[src/rtl/wb_pkg.sv]
// Shared definitions for the two-lane writeback queue: default widths,
// operation status encodings and the queued entry layout.
package wb_pkg;

  localparam int ADDR_W = 5;
  localparam int DATA_W = 16;

  typedef enum logic [1:0] {
    WB_ST_OK    = 2'b00,
    WB_ST_EXC   = 2'b01,
    WB_ST_TRAP  = 2'b10,
    WB_ST_ABORT = 2'b11
  } wb_status_e;

  typedef struct packed {
    logic [ADDR_W-1:0] addr;
    logic [DATA_W-1:0] data;
    logic [1:0]        status;
  } wb_entry_t;

endpackage

[src/rtl/wb_fifo.sv]
// Per-lane circular FIFO with head/tail pointers wrapping modulo DEPTH.
// Pushes into a full queue are ignored; flush empties it on the next edge.
module wb_fifo #(
  parameter int DEPTH = 4,
  parameter int W     = 23
) (
  input  logic                   clock_i,
  input  logic                   reset_i,
  input  logic                   flush_i,
  input  logic                   push_i,
  input  logic                   pop_i,
  input  logic [W-1:0]           wdata_i,
  output logic [W-1:0]           head_o,
  output logic [$clog2(DEPTH):0] count_o,
  output logic                   full_o,
  output logic                   empty_o
);
  import wb_pkg::*;

  localparam int PW = $clog2(DEPTH);

  logic [W-1:0]  mem_q [DEPTH];
  logic [PW-1:0] head_q;
  logic [PW-1:0] tail_q;
  logic [PW:0]   count_q;
  logic          do_push_s;
  logic          do_pop_s;

  assign full_o    = (count_q == (PW+1)'(DEPTH));
  assign empty_o   = (count_q == {(PW+1){1'b0}});
  assign do_push_s = push_i && !full_o;
  assign do_pop_s  = pop_i && !empty_o;
  assign head_o    = mem_q[head_q];
  assign count_o   = count_q;

  // pointer and occupancy state; power-of-two depth makes wrap implicit
  always_ff @(posedge clock_i or negedge reset_i) begin
    if (!reset_i) begin
      head_q  <= '0;
      tail_q  <= '0;
      count_q <= '0;
    end else if (flush_i) begin
      head_q  <= '0;
      tail_q  <= '0;
      count_q <= '0;
    end else begin
      if (do_push_s) tail_q <= tail_q + 1'b1;
      if (do_pop_s)  head_q <= head_q + 1'b1;
      count_q <= count_q + (PW+1)'(do_push_s) - (PW+1)'(do_pop_s);
    end
  end

  // entry storage; never read while empty, so it carries no reset
  always_ff @(posedge clock_i) begin
    if (do_push_s && !flush_i) mem_q[tail_q] <= wdata_i;
  end

endmodule

[src/rtl/writeback_queue.sv]
// Two-lane writeback queue: lane A holds the older instruction of a pair.
// Optional macro WB_BYPASS_EN lets results skip an empty, idle lane combinationally.
module writeback_queue #(
  parameter int DEPTH  = 4,
  parameter int DATA_W = 16,
  parameter int ADDR_W = 5
) (
  input  logic                     clock_i,
  input  logic                     reset_i,
  input  logic                     flush_i,
  input  logic                     resA_valid_i,
  input  logic                     resB_valid_i,
  output logic                     resA_ready_o,
  output logic                     resB_ready_o,
  input  logic                     resA_wb_i,
  input  logic                     resB_wb_i,
  input  logic [ADDR_W-1:0]        resA_addr_i,
  input  logic [ADDR_W-1:0]        resB_addr_i,
  input  logic [DATA_W-1:0]        resA_data_i,
  input  logic [DATA_W-1:0]        resB_data_i,
  input  logic [1:0]               resA_status_i,
  input  logic [1:0]               resB_status_i,
  input  logic                     wbStallA_i,
  input  logic                     wbStallB_i,
  output logic                     wbA_o,
  output logic                     wbB_o,
  output logic [ADDR_W-1:0]        wbAddrA_o,
  output logic [ADDR_W-1:0]        wbAddrB_o,
  output logic [DATA_W-1:0]        wbValA_o,
  output logic [DATA_W-1:0]        wbValB_o,
  output logic [1:0]               operationStatusA_o,
  output logic [1:0]               operationStatusB_o,
  output logic [$clog2(DEPTH):0]   countA_o,
  output logic [$clog2(DEPTH):0]   countB_o
);
  import wb_pkg::*;

  localparam int CW = $clog2(DEPTH) + 1;

  typedef struct packed {
    logic [ADDR_W-1:0] addr;
    logic [DATA_W-1:0] data;
    logic [1:0]        status;
  } entry_t;

  localparam int EW = $bits(entry_t);

  logic [1:0]    valid_s, wbreq_s, stall_s, ready_s, accept_s;
  logic [1:0]    push_s, pop_s, byp_s, full_s, empty_s;
  logic [1:0]    wb_d, wb_q, sel_vld_s;
  logic          supp_s;
  logic          alive_q;
  entry_t        in_s    [2];
  entry_t        head_s  [2];
  entry_t        out_q   [2];
  entry_t        sel_e_s [2];
  logic [CW-1:0] count_s [2];

  assign valid_s  = {resB_valid_i, resA_valid_i};
  assign wbreq_s  = {resB_wb_i, resA_wb_i};
  assign stall_s  = {wbStallB_i, wbStallA_i};
  assign in_s[0]  = {resA_addr_i, resA_data_i, resA_status_i};
  assign in_s[1]  = {resB_addr_i, resB_data_i, resB_status_i};

  for (genvar g = 0; g < 2; g++) begin : g_lane
    wb_fifo #(.DEPTH(DEPTH), .W(EW)) u_fifo (
      .clock_i (clock_i),
      .reset_i (reset_i),
      .flush_i (flush_i),
      .push_i  (push_s[g]),
      .pop_i   (pop_s[g]),
      .wdata_i (in_s[g]),
      .head_o  (head_s[g]),
      .count_o (count_s[g]),
      .full_o  (full_s[g]),
      .empty_o (empty_s[g])
    );
  end

  // handshake, push/pop decisions and same-address collapse of the older lane
  always_comb begin
    ready_s  = 2'b00;
    accept_s = 2'b00;
    push_s   = 2'b00;
    pop_s    = 2'b00;
    byp_s    = 2'b00;
    for (int i = 0; i < 2; i++) begin
      ready_s[i]  = alive_q && !full_s[i] && !flush_i;
      accept_s[i] = valid_s[i] && ready_s[i];
      pop_s[i]    = !empty_s[i] && !stall_s[i] && !flush_i;
`ifdef WB_BYPASS_EN
      // the port must also be free of last cycle's registered pulse
      byp_s[i]    = accept_s[i] && wbreq_s[i] && empty_s[i] && !stall_s[i] && !wb_q[i];
`else
      byp_s[i]    = 1'b0;
`endif
      push_s[i]   = accept_s[i] && wbreq_s[i] && !byp_s[i];
    end
    supp_s  = pop_s[0] && pop_s[1] && (head_s[0].addr == head_s[1].addr);
    wb_d[0] = pop_s[0] && !supp_s;
    wb_d[1] = pop_s[1];
  end

  // registered writeback stage; payload holds between pulses
  always_ff @(posedge clock_i or negedge reset_i) begin
    if (!reset_i) begin
      alive_q <= 1'b0;
      wb_q    <= 2'b00;
      for (int i = 0; i < 2; i++) out_q[i] <= '0;
    end else begin
      alive_q <= 1'b1;
      wb_q    <= flush_i ? 2'b00 : wb_d;
      for (int i = 0; i < 2; i++) begin
        if (pop_s[i]) out_q[i] <= head_s[i];
        else          out_q[i] <= out_q[i];
      end
    end
  end

  // output select: queued entries, or a bypassed result when enabled
  always_comb begin
    sel_vld_s = wb_q;
    sel_e_s   = out_q;
    for (int i = 0; i < 2; i++) begin
      if (byp_s[i]) begin
        sel_vld_s[i] = 1'b1;
        sel_e_s[i]   = in_s[i];
      end else begin
        sel_vld_s[i] = wb_q[i];
        sel_e_s[i]   = out_q[i];
      end
    end
  end

`ifdef WB_BYPASS_EN
  assign wbA_o = sel_vld_s[0] && !(sel_vld_s[1] && (sel_e_s[0].addr == sel_e_s[1].addr));
`else
  assign wbA_o = sel_vld_s[0];
`endif
  assign wbB_o              = sel_vld_s[1];
  assign wbAddrA_o          = sel_e_s[0].addr;
  assign wbAddrB_o          = sel_e_s[1].addr;
  assign wbValA_o           = sel_e_s[0].data;
  assign wbValB_o           = sel_e_s[1].data;
  assign operationStatusA_o = sel_e_s[0].status;
  assign operationStatusB_o = sel_e_s[1].status;
  assign countA_o           = count_s[0];
  assign countB_o           = count_s[1];
  assign resA_ready_o       = ready_s[0];
  assign resB_ready_o       = ready_s[1];

endmodule

[config.mk]
export PLATFORM = sky130hd
export DESIGN_NAME = writeback_queue
export DESIGN_NICKNAME = d
export VERILOG_FILES = /design/src/rtl/wb_pkg.sv /design/src/rtl/wb_fifo.sv /design/src/rtl/writeback_queue.sv
export SDC_FILE = /design/constraint.sdc
export NUM_CORES = 1
export LEC_CHECK = 0
export CELL_PAD_IN_SITES_DETAIL_PLACEMENT = 2
export CELL_PAD_IN_SITES_GLOBAL_PLACEMENT = 2
export CORE_ASPECT_RATIO = 0.9
export CORE_MARGIN = 2
export CORE_UTILIZATION = 30
export DETAILED_ROUTE_END_ITERATION = 10
export DONT_BUFFER_PORTS = 1
export GPL_ROUTABILITY_DRIVEN = 1
export GPL_TIMING_DRIVEN = 1
export PLACE_DENSITY = 0.61
export SYNTH_ARGS = -nofsm -noshare
export SYNTH_HDL_FRONTEND = slang
export SYNTH_SLANG_ARGS = --single-unit
[constraint.sdc]
create_clock -name clock_i -period 2.05 [get_ports clock_i]
set_input_delay 0.41 -clock clock_i [delete_from_list [all_inputs] [get_ports clock_i]]
set_output_delay 0.41 -clock clock_i [all_outputs]
set_load 0.02 [all_outputs]
Yosys cells after proc, flatten, opt, wreduce, memory -nomap -nowiden. Memories as Yosys holds them, arrays and structs flattened. Index checks and enable logic that the tools add are counted. Widths: inputs -> output; s select.

Add/subtract/negate cells: 8. Reduce and logical (&&, ||, !) cells: 35. Mux-type cells: 15. Eq/ne operators: 3.

Operators by type and width (number): $logic_and 1x1->1 (21); $mux 2 (9); $add 2x1->2 const B (4); $logic_not 1->1 (8); $reduce_bool 2->1 (4); $add 3x1->3 (2); $eq 3x3->1 const B (2); $logic_not 3->1 (2); $mux 3 (2); $sub 3x1->3 (2); $eq 5x5->1 (1); $mux 1 (4).

Word-level logic and storage cells: 77. Memories kept: 2. Output and inout bits: 56. Bits in registers: 63. Input bits: 55. Bits in writable memories: 184.

Memory list: g_lane[0].u_fifo.mem_q (words 4, bits a word 23, rd ports 1, clocked after Yosys merged registers in 0, wr ports 1, RTL line wb_fifo.sv:22) `logic [W-1:0] mem_q [DEPTH];`; g_lane[1].u_fifo.mem_q (words 4, bits a word 23, rd ports 1, clocked after Yosys merged registers in 0, wr ports 1, RTL line wb_fifo.sv:22).

Longest topological paths before layout.
Depth after elaboration: 10. Mapped depth: 10. Gate-level depth less buffers: 9.

Modules after synthesis. From an unflattened synthesis, not the netlist that was laid out.

Cell total of the unflattened synthesis: 453. Area total of the unflattened synthesis: 9536.6 um^2.

Modules (own cells, without submodules): wb_fifo (cells an instance 169, instances 2, sequential area each 2937.8 um^2, area an instance 3816.2 um^2); writeback_queue (cells an instance 115, instances 1, sequential area each 1226.2 um^2, area an instance 1904.3 um^2).

Worst setup path after synthesis. Ideal clock, no wire load.

Path kind: in2reg. Start: input flush_i. End: memory g_lane[1].u_fifo.mem_q[0][0] (enable). Required time: 1.668 ns. Setup time: 0.382 ns. Stages: 6. Data arrival time: 2.061 ns. Setup slack: -0.393 ns. Path buffers: 2. Cell sequence: buf_2 > nand2b_1 > a21oi_1 > and3_1 > buf_2 > and2_1.

Word-level cells in the longest chain between the ends: 8.

Ends and longest elaborated chain: start: declaration (RTL line writeback_queue.sv:10) `input logic flush_i,`; $logic_not 1->1 (RTL line writeback_queue.sv:88) `ready_s[i] = alive_q && !full_s[i] && !flush_i;`; $logic_and 1x1->1 (RTL line writeback_queue.sv:88); via resB_ready_o (RTL line writeback_queue.sv:14) `output logic resB_ready_o,`; $logic_and 1x1->1 (RTL line writeback_queue.sv:89) `accept_s[i] = valid_s[i] && ready_s[i];`; $logic_and 1x1->1 (RTL line writeback_queue.sv:97) `push_s[i] = accept_s[i] && wbreq_s[i] && !byp_s[i];`; $logic_and 1x1->1 (RTL line wb_fifo.sv:31) `assign do_push_s = push_i && !full_o;`; $logic_and 1x1->1 (RTL line wb_fifo.sv:55) `if (do_push_s && !flush_i) mem_q[tail_q] <= wdata_i;`; $mux 1 (RTL line wb_fifo.sv:55); $mux 1 (implied by the code) (RTL line wb_fifo.sv:55); end: declaration (RTL line wb_fifo.sv:22).

The timed path passes the listed nets, and every way through them passes these cells.

Final worst setup path.
Start: register g_lane[0].u_fifo.count_q[1]. End: register g_lane[0].u_fifo.count_q[1].

Word-level cells in the longest chain between the ends: 10. Elaborated cells on any way between the ends: 15. Those cells by class: add/sub: 2; eq/ne: 1; mux: 1; reduce/logical: 11.

Ends and longest elaborated chain: start: declaration (RTL line wb_fifo.sv:25) `logic [PW:0] count_q;`; start signal: assignment (RTL line wb_fifo.sv:49) `count_q <= count_q + (PW+1)'(do_push_s) - (PW+1)'(do_pop_s);`; $eq 3x3->1 (RTL line wb_fifo.sv:29) `assign full_o = (count_q == (PW+1)'(DEPTH));`; $logic_not 1->1 (RTL line wb_fifo.sv:31, writeback_queue.sv:88); $logic_and 1x1->1 (2 in series) (RTL line writeback_queue.sv:88); $logic_and 1x1->1 (RTL line writeback_queue.sv:89); $logic_and 1x1->1 (RTL line writeback_queue.sv:97); $logic_and 1x1->1 (RTL line wb_fifo.sv:31); $add 3x1->3 (RTL line wb_fifo.sv:49); $sub 3x1->3 * (RTL line wb_fifo.sv:49); $mux 3 * (RTL line wb_fifo.sv:42) `end else if (flush_i) begin`.

Mark *: on every way between the ends. The rest lies on a longest branch, timed or not. A chain may end at the register's enable or synchronous reset.

==> metrics <==
reg-to-reg setup timing slack=0.1 ns; Tcrit/Tclk final=0.951; Die ar.=between 30000 and 40000 um^2; synthesized instance count=442; EDFF count, synth=184; fraction of layout cells with a size suffix above 1=0.356; Max Clk Rate=513 MHz; port bufs=0; setup violators final=0; Yosys warning count=0; first-pass GRT wire length=31600 um; Yosys cell types=29; height of the die=172 um; synth cell count leaders=edfxtp_1 (184), dfrtp_1 (63), mux2_2 (46), mux4_2 (46), buf_2 (13); crit-path max FO=5; DIE WIDTH=190 um; Post-DRT Antenna Nets=0; total congestion overflow=0; Synth Flop Type=edfxtp_1; Placed Cells=865; clock latency on the worst-skew pair=0.53 ns; Reg clk slew, reported paths=around 0.060 ns; vias after detailed routing=about 4.4k; DRT iter0 DRCs=274; nets@finish=608; Boundary Pins=111; maximum VDD drop=0.000569 V; DRC=0; register bit total from synthesis=247; synth top area cells=edfxtp_1 (59%), dfrtp_1 (17%), mux4_2 (11%); Worst Tran Pin Value=0.597 ns; Setup CP Type=flip-flop to flip-flop; CP arrival=2.34 ns; RSZ-0062 raised after global routing=yes; Power Total=around 14 mW; mapped cell area=9380 um^2; CP Launch Type=flip-flop; fin crit period=1.95 ns; count of pins over their slew limit=0; Non-Filler Instances=between 900 and 1k; Initial Utilization=0.304; Clock Sinks=247; Total GRT Usage=0.130; fraction of registers with async set/reset=0.255; total of max-cap violations=0; share of Yosys cell area claimed by the top area cell type=0.589; Slew HR=0.600; status=finished, final reports clean; antenna violations before repair=1; DRT Wirelength=roughly 21000 um; worst hold margin=0.0669 ns; CTS max path bufs=3; Syn Nets=between 500 and 600; largest net degree at the start of global routing=64; cell with the most instances after synthesis=edfxtp_1; Yosys top cell by area=edfxtp_1; core footprint=between 30000 and 40000 um^2; H-tree depth=1; Final Hold Vio Count=0; std cell rows=61; number of vias per cell=between 4 and 5; dpl hpwl=13400 um; vias in the first global route=approximately 5.1k; clock root buffer=clkbuf_16; Final Skew=around 0.014 ns; DRT Pass-1 Iters=4; post-DR wirelength/cell=21.3 um; Area growth syn-to-layout=25.0%; TritonCTS Buffers=27; syn avg cell area=21.2 um^2; GP Congestion=0.649; CTS tree=built; critical path data required time=2.44 ns; HP Class=primary input to flip-flop; CP Capture Type=flip-flop; P_leak=4.02 nW; P per Cell Area=between 1000 and 1500 nW/um^2; sequential-to-total area share from yosys stat=0.757
==> state kept, by name, summed over array words and instances, names as in the netlist <==
register,count
wbValB_o,16
operationStatusA_o,2
wbValA_o,16
g_lane.u_fifo.tail_q,4
wbAddrB_o,5
wbAddrA_o,5
sel_vld_s,2
g_lane.u_fifo.head_q,4
g_lane.u_fifo.mem_q,184
alive_q,1
operationStatusB_o,2
g_lane.u_fifo.count_o,6
==> power breakdown <==
part / internal [mW] / switching [mW] / leakage (nW)
Combinational: 1.21 / 0.867 / 1.16
Sequential: 5.95 / 1.10 / 2.43
Clock: 3.00 / 1.92 / 0.429
Total: 10.2 / 3.89 / 4.02
==> cells in the final DEF, fill, tap and decap left out, drive strengths merged, types with 5 or more instances in the layout <==
cell	Yosys	layout
edfxtp	184	184
dfrtp	63	63
dlygate4sd3	0	49
mux2	48	48
mux4	46	46
buf	16	39
clkbuf	4	37
ha	12	12
inv	11	12
nor2	10	10
and2	8	8
xor2	6	6
xnor2	5	5
nor3	5	5
==> stage by stage <==
| step | util | setup WS, ns | setup TNS, ns | cell area [um^2] |
|---|---|---|---|---|
| finish | 0.380 | 0.100 | 0 | 11700 |
| global route | 0.380 | -0.00941 | -0.00941 | 11700 |
| CTS | 0.379 | 0.0238 | 0 | 11700 |
| detailed placement | 0.333 | -0.0260 | -0.0260 | 10300 |
| global placement | 0.333 | 0.0305 | 0 | 10300 |
| floorplan | - | -0.0320 | -0.0320 | 9490 |
==> worst max-delay path: stages, from the launching register on <==
cell and delay [ns]:
dfrtp_2 0.51, nor2_1 0.13, a21oi_4 0.16, and3_1 0.27, ha_4 0.16, inv_2 0.03, fa_2 0.52, nor2_1 0.04
==> cell families after synthesis <==
group / Yosys count / share of synthesized area
and+or+nand+nor: 35 / 0.0225
other: 1 / 0.000400
DFF: 247 / 0.757
buffers and inverters: 31 / 0.0157
muxes: 96 / 0.170
adders and majority gates: 14 / 0.0203
AOI/OAI and AO/OA: 7 / 0.00387
xor gates and xnor gates: 11 / 0.0103
==> what timing repair did <==
action / 4_1_cts / 5_1_grt
setup endpoints to repair: 1 / 3
pin swaps: 0 / 2
setup buffers: 0 / 4
hold endpoints to repair: 258 / 0
gates resized for setup: 1 / 4
hold buffers: 50 / 0
==> worst paths after layout <==
path | startpoint | endpoint | depth (start not counted)
setup / recovery | g_lane[0].u_fifo.count_o[1] | g_lane[0].u_fifo.count_o[1] | 7
min in group asynchronous | reset_i | wbValB_o[1] | 2
hold reg to reg | g_lane[0].u_fifo.tail_q[0] | g_lane[0].u_fifo.tail_q[0] | 1
max in group asynchronous | reset_i | g_lane[0].u_fifo.head_q[0] | 2
setup reg to reg | g_lane[0].u_fifo.count_o[1] | g_lane[0].u_fifo.count_o[1] | 7
hold / removal | flush_i | g_lane[0].u_fifo.tail_q[0] | 2
==> layout make-up <==
class	count	area (um^2)
fillers	2955	19100
repair buffers	88	916
multi-input cells	164	2240
clock inverters	12	169
flip-flops and latches	247	7110
diodes	1	2.50
clock buffers	37	733
inverters	11	41.3
well taps	409	512
==> metal layers <==
layer | up-vias | global-route usage | share of wire
met2 | 82 | 0.218 | 0.50
li1 | 1925 | - | -
met3 | 28 | 0.0269 | 0.045
met4 | 0 | 0.0330 | 0.017
met1 | 2332 | 0.172 | 0.43
met5 | - | 0 | 0
(Power assumes the default switching activity.)
